File: src/rtl/rx_capture_pkg.sv
// Shared types and constants for the rx_capture SPI ADC acquisition block.
package rx_capture_pkg;

    typedef enum logic [2:0] {
        IDLE,
        SETUP,
        SHIFT,
        GAP,
        UPDATE
    } state_t;

    localparam logic [1:0]  CMD_PREFIX      = 2'b11;
    localparam int unsigned FRAME_BITS      = 16;
    localparam int unsigned DATA_BITS       = 12;
    localparam int unsigned FIRST_DATA_EDGE = 5;
    localparam int unsigned NUM_CH          = 4;
    localparam int unsigned CH_W            = 2;

    // ADC conversion command for one channel, sent MSB first
    function automatic logic [FRAME_BITS-1:0] make_cmd(input logic [CH_W-1:0] ch);
        return {CMD_PREFIX, ch, {(FRAME_BITS-4){1'b0}}};
    endfunction

endpackage

File: src/rtl/rx_capture_spi_frame.sv
// One 16-bit SPI transfer: CLKDIV-clock setup, 16 SCLK periods, 12-bit result.
module spi_frame
    import rx_capture_pkg::*;
#(
    parameter int unsigned CLKDIV = 4
) (
    input  logic                  clock,
    input  logic                  reset,
    input  logic                  go,
    input  logic [FRAME_BITS-1:0] cmd,
    input  logic                  sdo,
    output logic                  csn,
    output logic                  sclk,
    output logic                  sdi,
    output logic [DATA_BITS-1:0]  data,
    output logic                  done
);

    localparam int unsigned CW        = 8;
    localparam int unsigned HW        = 6;
    localparam int unsigned LAST_HALF = 2 * FRAME_BITS;
    localparam int unsigned DATA_HALF = 2 * FIRST_DATA_EDGE - 1;

    logic                  active;
    logic [CW-1:0]         cnt;
    logic [HW-1:0]         half;
    logic [FRAME_BITS-1:0] sh;
    logic                  half_end_c;

    assign half_end_c = (cnt == CW'(CLKDIV - 1));

    // Half 0 is setup; odd halves are SCLK low, even halves SCLK high.
    always_ff @(posedge clock) begin
        if (reset) begin
            active <= 1'b0;
            cnt    <= '0;
            half   <= '0;
            sh     <= '0;
            csn    <= 1'b1;
            sclk   <= 1'b0;
            sdi    <= 1'b0;
            data   <= '0;
            done   <= 1'b0;
        end else begin
            // done marks the last csn-low cycle so the caller's gap count lines up
            done <= active && (half == HW'(LAST_HALF)) && (cnt == CW'(CLKDIV - 2));
            if (go && !active) begin
                active <= 1'b1;
                cnt    <= '0;
                half   <= '0;
                csn    <= 1'b0;
                sclk   <= 1'b0;
                sdi    <= cmd[FRAME_BITS-1];
                sh     <= {cmd[FRAME_BITS-2:0], 1'b0};
            end else if (active) begin
                if (!half_end_c) begin
                    cnt <= cnt + 1'b1;
                end else begin
                    cnt <= '0;
                    if (half == HW'(LAST_HALF)) begin
                        active <= 1'b0;
                        csn    <= 1'b1;
                        sclk   <= 1'b0;
                        sdi    <= 1'b0;
                    end else begin
                        half <= half + 1'b1;
                        if (half[0]) begin
                            sclk <= 1'b1;
                            if (half >= HW'(DATA_HALF)) begin
                                data <= {data[DATA_BITS-2:0], sdo};
                            end
                        end else if (half != '0) begin
                            sclk <= 1'b0;
                            sdi  <= sh[FRAME_BITS-1];
                            sh   <= {sh[FRAME_BITS-2:0], 1'b0};
                        end
                    end
                end
            end
        end
    end

endmodule

File: src/rtl/rx_capture.sv
// Captures one coherent 4-channel ADC sample set and presents it double-buffered.
module rx_capture
    import rx_capture_pkg::*;
#(
    parameter int unsigned CLKDIV = 4,
    parameter int unsigned CS_GAP = 2
) (
    input  logic                 clock,
    input  logic                 reset,
    input  logic                 start,
    input  logic                 continuous,
    input  logic                 adc_sdo,
    output logic                 adc_csn,
    output logic                 adc_sclk,
    output logic                 adc_sdi,
    output logic [DATA_BITS-1:0] rx1,
    output logic [DATA_BITS-1:0] rx2,
    output logic [DATA_BITS-1:0] rx3,
    output logic [DATA_BITS-1:0] rx4,
    output logic                 endata,
    output logic                 busy
);

    localparam int unsigned CW = 8;

    state_t               state, state_d;
    logic [CH_W-1:0]      ch, ch_d;
    logic [CW-1:0]        cnt, cnt_d;
    logic                 busy_d;
    logic                 endata_d;
    logic                 go_c;
    logic                 capture_c;
    logic                 update_c;
    logic                 frame_done;
    logic [DATA_BITS-1:0] frame_data;
    logic [DATA_BITS-1:0] shadow [NUM_CH];

    spi_frame #(
        .CLKDIV (CLKDIV)
    ) u_frame (
        .clock (clock),
        .reset (reset),
        .go    (go_c),
        .cmd   (make_cmd(ch_d)),
        .sdo   (adc_sdo),
        .csn   (adc_csn),
        .sclk  (adc_sclk),
        .sdi   (adc_sdi),
        .data  (frame_data),
        .done  (frame_done)
    );

    // Channel sequencing, gap timing and set hand-off
    always_comb begin
        state_d   = state;
        ch_d      = ch;
        cnt_d     = cnt;
        busy_d    = busy;
        endata_d  = 1'b0;
        go_c      = 1'b0;
        capture_c = 1'b0;
        update_c  = 1'b0;
        case (state)
            IDLE: begin
                if (start) begin
                    go_c    = 1'b1;
                    ch_d    = '0;
                    cnt_d   = '0;
                    busy_d  = 1'b1;
                    state_d = SETUP;
                end
            end
            SETUP: begin
                if (cnt == CW'(CLKDIV - 1)) begin
                    cnt_d   = '0;
                    state_d = SHIFT;
                end else begin
                    cnt_d = cnt + 1'b1;
                end
            end
            SHIFT: begin
                if (frame_done) begin
                    capture_c = 1'b1;
                    cnt_d     = '0;
                    state_d   = GAP;
                end
            end
            GAP: begin
                if (cnt == CW'(CS_GAP - 1)) begin
                    cnt_d = '0;
                    if (ch == CH_W'(NUM_CH - 1)) begin
                        update_c = 1'b1;
                        endata_d = 1'b1;
                        busy_d   = 1'b0;
                        state_d  = UPDATE;
                    end else begin
                        ch_d    = ch + 1'b1;
                        go_c    = 1'b1;
                        state_d = SETUP;
                    end
                end else begin
                    cnt_d = cnt + 1'b1;
                end
            end
            UPDATE: begin
                // start is deliberately not looked at here: at most one capture begins
                if (continuous) begin
                    go_c    = 1'b1;
                    ch_d    = '0;
                    busy_d  = 1'b1;
                    state_d = SETUP;
                end else begin
                    state_d = IDLE;
                end
            end
            default: state_d = IDLE;
        endcase
    end

    always_ff @(posedge clock) begin
        if (reset) begin
            state  <= IDLE;
            ch     <= '0;
            cnt    <= '0;
            busy   <= 1'b0;
            endata <= 1'b0;
            rx1    <= '0;
            rx2    <= '0;
            rx3    <= '0;
            rx4    <= '0;
        end else begin
            state  <= state_d;
            ch     <= ch_d;
            cnt    <= cnt_d;
            busy   <= busy_d;
            endata <= endata_d;
            if (update_c) begin
                rx1 <= shadow[0];
                rx2 <= shadow[1];
                rx3 <= shadow[2];
                rx4 <= shadow[3];
            end
        end
    end

    // Shadow set; stale contents never reach rx because a set always rewrites all four
    always_ff @(posedge clock) begin
        if (capture_c) begin
            shadow[ch] <= frame_data;
        end
    end

endmodule

File: config.mk
export PLATFORM = sky130hd
export DESIGN_NAME = rx_capture
export DESIGN_NICKNAME = d
export VERILOG_FILES = /design/src/rtl/rx_capture_pkg.sv /design/src/rtl/rx_capture_spi_frame.sv /design/src/rtl/rx_capture.sv
export SDC_FILE = /design/constraint.sdc
export NUM_CORES = 1
export LEC_CHECK = 0
export CAP_MARGIN = 20
export CELL_PAD_IN_SITES_DETAIL_PLACEMENT = 1
export CELL_PAD_IN_SITES_GLOBAL_PLACEMENT = 1
export CORE_ASPECT_RATIO = 0.8
export CORE_MARGIN = 3
export CORE_UTILIZATION = 41
export DETAILED_ROUTE_END_ITERATION = 7
export HOLD_SLACK_MARGIN = 0.05
export PLACE_DENSITY = 0.83
export SLEW_MARGIN = 0
export SYNTH_ARGS = -nofsm -noshare
export SYNTH_HDL_FRONTEND = slang
export SYNTH_SLANG_ARGS = --single-unit
File: constraint.sdc
create_clock -name clock -period 2.3 [get_ports clock]
set_input_delay 0.46 -clock clock [delete_from_list [all_inputs] [get_ports clock]]
set_output_delay 0.46 -clock clock [all_outputs]
set_load 0.01 [all_outputs]
==> flow_summary.json <==
{
  "peakVddDrop_mv": 0.587,
  "antennaDiodeCount": 0,
  "switching_share_pct": 21.2,
  "final_nets": 556,
  "die_w_um": 136,
  "portBuffers": 57,
  "r2r_start": "u_frame.half[0]$_SDFFE_PP0P_",
  "drt_first_pass_iters": 4,
  "whs_ns": 0.383,
  "fin_util_pct": 53.3,
  "netlist_instances": 470,
  "synthToLayoutAreaGrowth_pct": 25.8,
  "min_path_type": "input pin to flop",
  "clk_latency_ns": 0.42,
  "status": "finished, final reports clean",
  "via_count": 3857,
  "period_needed_ns": 2.10,
  "via_per_inst": 5.28,
  "routed_wl_mm": 14.3,
  "wl_met2_mm": 7.20,
  "min-delay-start": "reset",
  "rows": 37,
  "synth-seq-cells": 145,
  "cts_tree": "yes",
  "final_cell_mix": "96 x dfxtp_1, 76 x nor2_1, 63 x mux2i_1",
  "synth_edf_count": 48,
  "intPower_mw": 4.47,
  "max_slew_margin_pct": 59.7,
  "final_common_cell": "dfxtp_1",
  "grt_pass1_vias": 4089,
  "async_flop_share_pct": 0,
  "max_freq_mhz": 476,
  "ys_seq_area_share_pct": 61.3,
  "ys.warnings.count": 0,
  "htreeDepth": 4,
  "hold_viol": 0,
  "tns_ns": 0,
  "max_cap_viol_count": 0,
  "cts_made_buffers": 17,
  "p_clk_share_pct": 50.4,
  "wl_met1_mm": 6.40,
  "setup_viol": 0,
  "detail-route-antenna-nets": 0,
  "cp_max_fo": 12,
  "required_ns": 2.64,
  "crit_path_start_kind": "flop",
  "core_area_mm2": 0.0130,
  "critPathArrivalTime_ns": 2.44,
  "syn_nets": 483,
  "avgSynthCellArea_um2": 11.7,
  "post-route-drc-count": 0,
  "drive_gt1_share_pct": 10.6,
  "p_sw_mw": 1.20,
  "antenna_found_initial": 0,
  "clk_path_buf_depth": 2,
  "crit_path_end_kind": "flop",
  "crit_path_start": "u_frame.half[0]$_SDFFE_PP0P_",
  "rsz0062_at_grt": "no",
  "fin_crit_sh_pct": 91.3,
  "fin_skew_ns": 0.00605,
  "clkTransAtPathRegs_ns": 0.06,
  "ios": 58,
  "p_comb_share_pct": 2.5,
  "syn-cell-area_mm2": 0.00552,
  "dpl.cell_count": 698,
  "wire_per_inst_um": 19.6,
  "wl_met3_um": 496,
  "first_iter_violations": 258,
  "grt_pass1_wl_mm": 22.7,
  "clkSinkCount": 145,
  "initial_core_util_pct": 42.4,
  "grt_usage_pct": 20.2,
  "dpl.hpwl_mm": 9.03,
  "grt_max_degree": 51,
  "p_leak_nw": 2.77,
  "fill_cells": 1347,
  "ys_types": 48,
  "seqPwrFrac_pct": 47.1,
  "p_per_area_mw_per_mm2": 816,
  "ys.flop_type": "dfxtp_1",
  "routed.top_layer": "met4",
  "grt-ovfl-total": 0,
  "worstMarginPinSlew_ns": 0.603,
  "ctsRootBufferMaster": "clkbuf_16",
  "die-height_um": 110,
  "cts_hold_buf": 0,
  "crit_type": "flop to flop",
  "maxSlewViolCount": 0,
  "dieArea_mm2": 0.0149,
  "stdcell_count": 731,
  "gp_congestion": 0.883
}
[what timing repair did]
item	in CTS	in global routing
resized for setup	0	1
pin swaps	1	0
setup buffers	1	0
endpoints found under the setup margin	6	6
[logic make-up after synthesis]
kind of cell | count (synthesis) | synth area share [%]
and+or+nand+nor | 163 | 14.3
DFF | 145 | 61.3
muxes | 65 | 11.8
AOI/OAI and AO/OA | 43 | 5.72
buffers and inverters | 34 | 3.06
xor gates and xnor gates | 12 | 1.91
adders and majority gates | 8 | 1.81
[sequential cells by signal, summed over array words and instances (netlist names)]
name,count
shadow,48
u_frame.sh,3
u_frame.sdi,1
u_frame.data,12
state,3
u_frame.done,1
rx3,12
u_frame.half,6
u_frame.cnt,8
rx4,12
busy,1
rx1,12
u_frame.active,1
u_frame.sclk,1
ch,2
rx2,12
cnt,8
endata,1
u_frame.csn,1
[routing by layer]
layer | up-vias | GRT usage, %
met2 | 76 | 34.2
met4 | 0 | 6.26
met5 | - | 0
met3 | 22 | 6.08
li1 | 1814 | -
met1 | 1945 | 25.0
[area by class of cell]
type                    count  area (um2)  share of cell area [%]
flip-flops and latches    145        3380                    48.8
multi-input cells         291        1960                    28.3
repair buffers             74         706                    10.2
clock buffers              19         454                    6.55
well taps                 175         219                    3.16
clock inverters            13         158                    2.27
inverters                  14        52.6                   0.758
[power by group through the flow]
stage	clock (mW)	combinational, mW	sequential (mW)
2_1_floorplan	0	0.0830	2.71
3_3_place_gp	0	0.131	2.72
3_5_place_dp	0	0.137	2.72
4_1_cts	2.91	0.143	2.66
5_1_grt	3.02	0.158	2.67
6_report	2.86	0.143	2.66
[synthesized netlist by cell type (2+ instances only)]
cell type / number / share of area [%]
nor4bb_1: 2 / 0.36
nor2b_1: 3 / 0.34
nand4_1: 8 / 0.91
nor4_1: 3 / 0.34
xor2_1: 5 / 0.79
buf_2: 6 / 0.54
a2bb2oi_1: 2 / 0.32
and3_1: 3 / 0.34
edfxtp_1: 48 / 26
dfxtp_1: 97 / 35
o21ai_0: 6 / 0.54
xnor2_1: 7 / 1.1
a211oi_1: 4 / 0.54
a211o_1: 2 / 0.32
inv_1: 14 / 0.95
and4_1: 2 / 0.32
a221oi_1: 2 / 0.32
a311oi_1: 4 / 0.64
mux2_2: 2 / 0.41
a21boi_0: 2 / 0.27
a21bo_2: 2 / 0.36
nor2_1: 76 / 5.2
a22o_1: 3 / 0.48
nor3_1: 11 / 1.0
a31oi_1: 5 / 0.57
clkbuf_1: 11 / 0.75
a21oi_1: 9 / 0.82
and2_1: 2 / 0.23
nand2_1: 32 / 2.2
nand3_1: 10 / 0.91
mux2i_1: 63 / 11
ha_1: 8 / 1.8
[worst paths after layout]
check | end | slack [ns] | cells past startpoint
worst min register to register | rx2[6]$_SDFFE_PP0P_ | 0.48 | 2
worst min-delay path | ch[1]$_SDFF_PP0_ | 0.38 | 2
worst max-delay path | u_frame.data[8]$_SDFFE_PP0P_ | 0.20 | 7
worst max register to register | u_frame.data[8]$_SDFFE_PP0P_ | 0.20 | 7
[per-stage QoR]
stage	total power, mW	worst slack [ns]	cell area (um2)
floorplan	2.80	0.0356	5520
global placement	2.85	0.304	6320
detailed placement	2.86	0.0234	6320
CTS	5.72	0.0996	6940
global route	5.84	0.0430	6940
finish	5.66	0.200	6940
[worst max-delay path: stages, from the launching register on]
cell and delay (ns):
dfxtp_2 0.37, inv_1 0.16, ha_1 0.20, nor4b_2 0.52, a211oi_4 0.15, and3_1 0.21
buf_4 0.20, mux2i_1 0.20
Power figures use the tool's default switching activity.
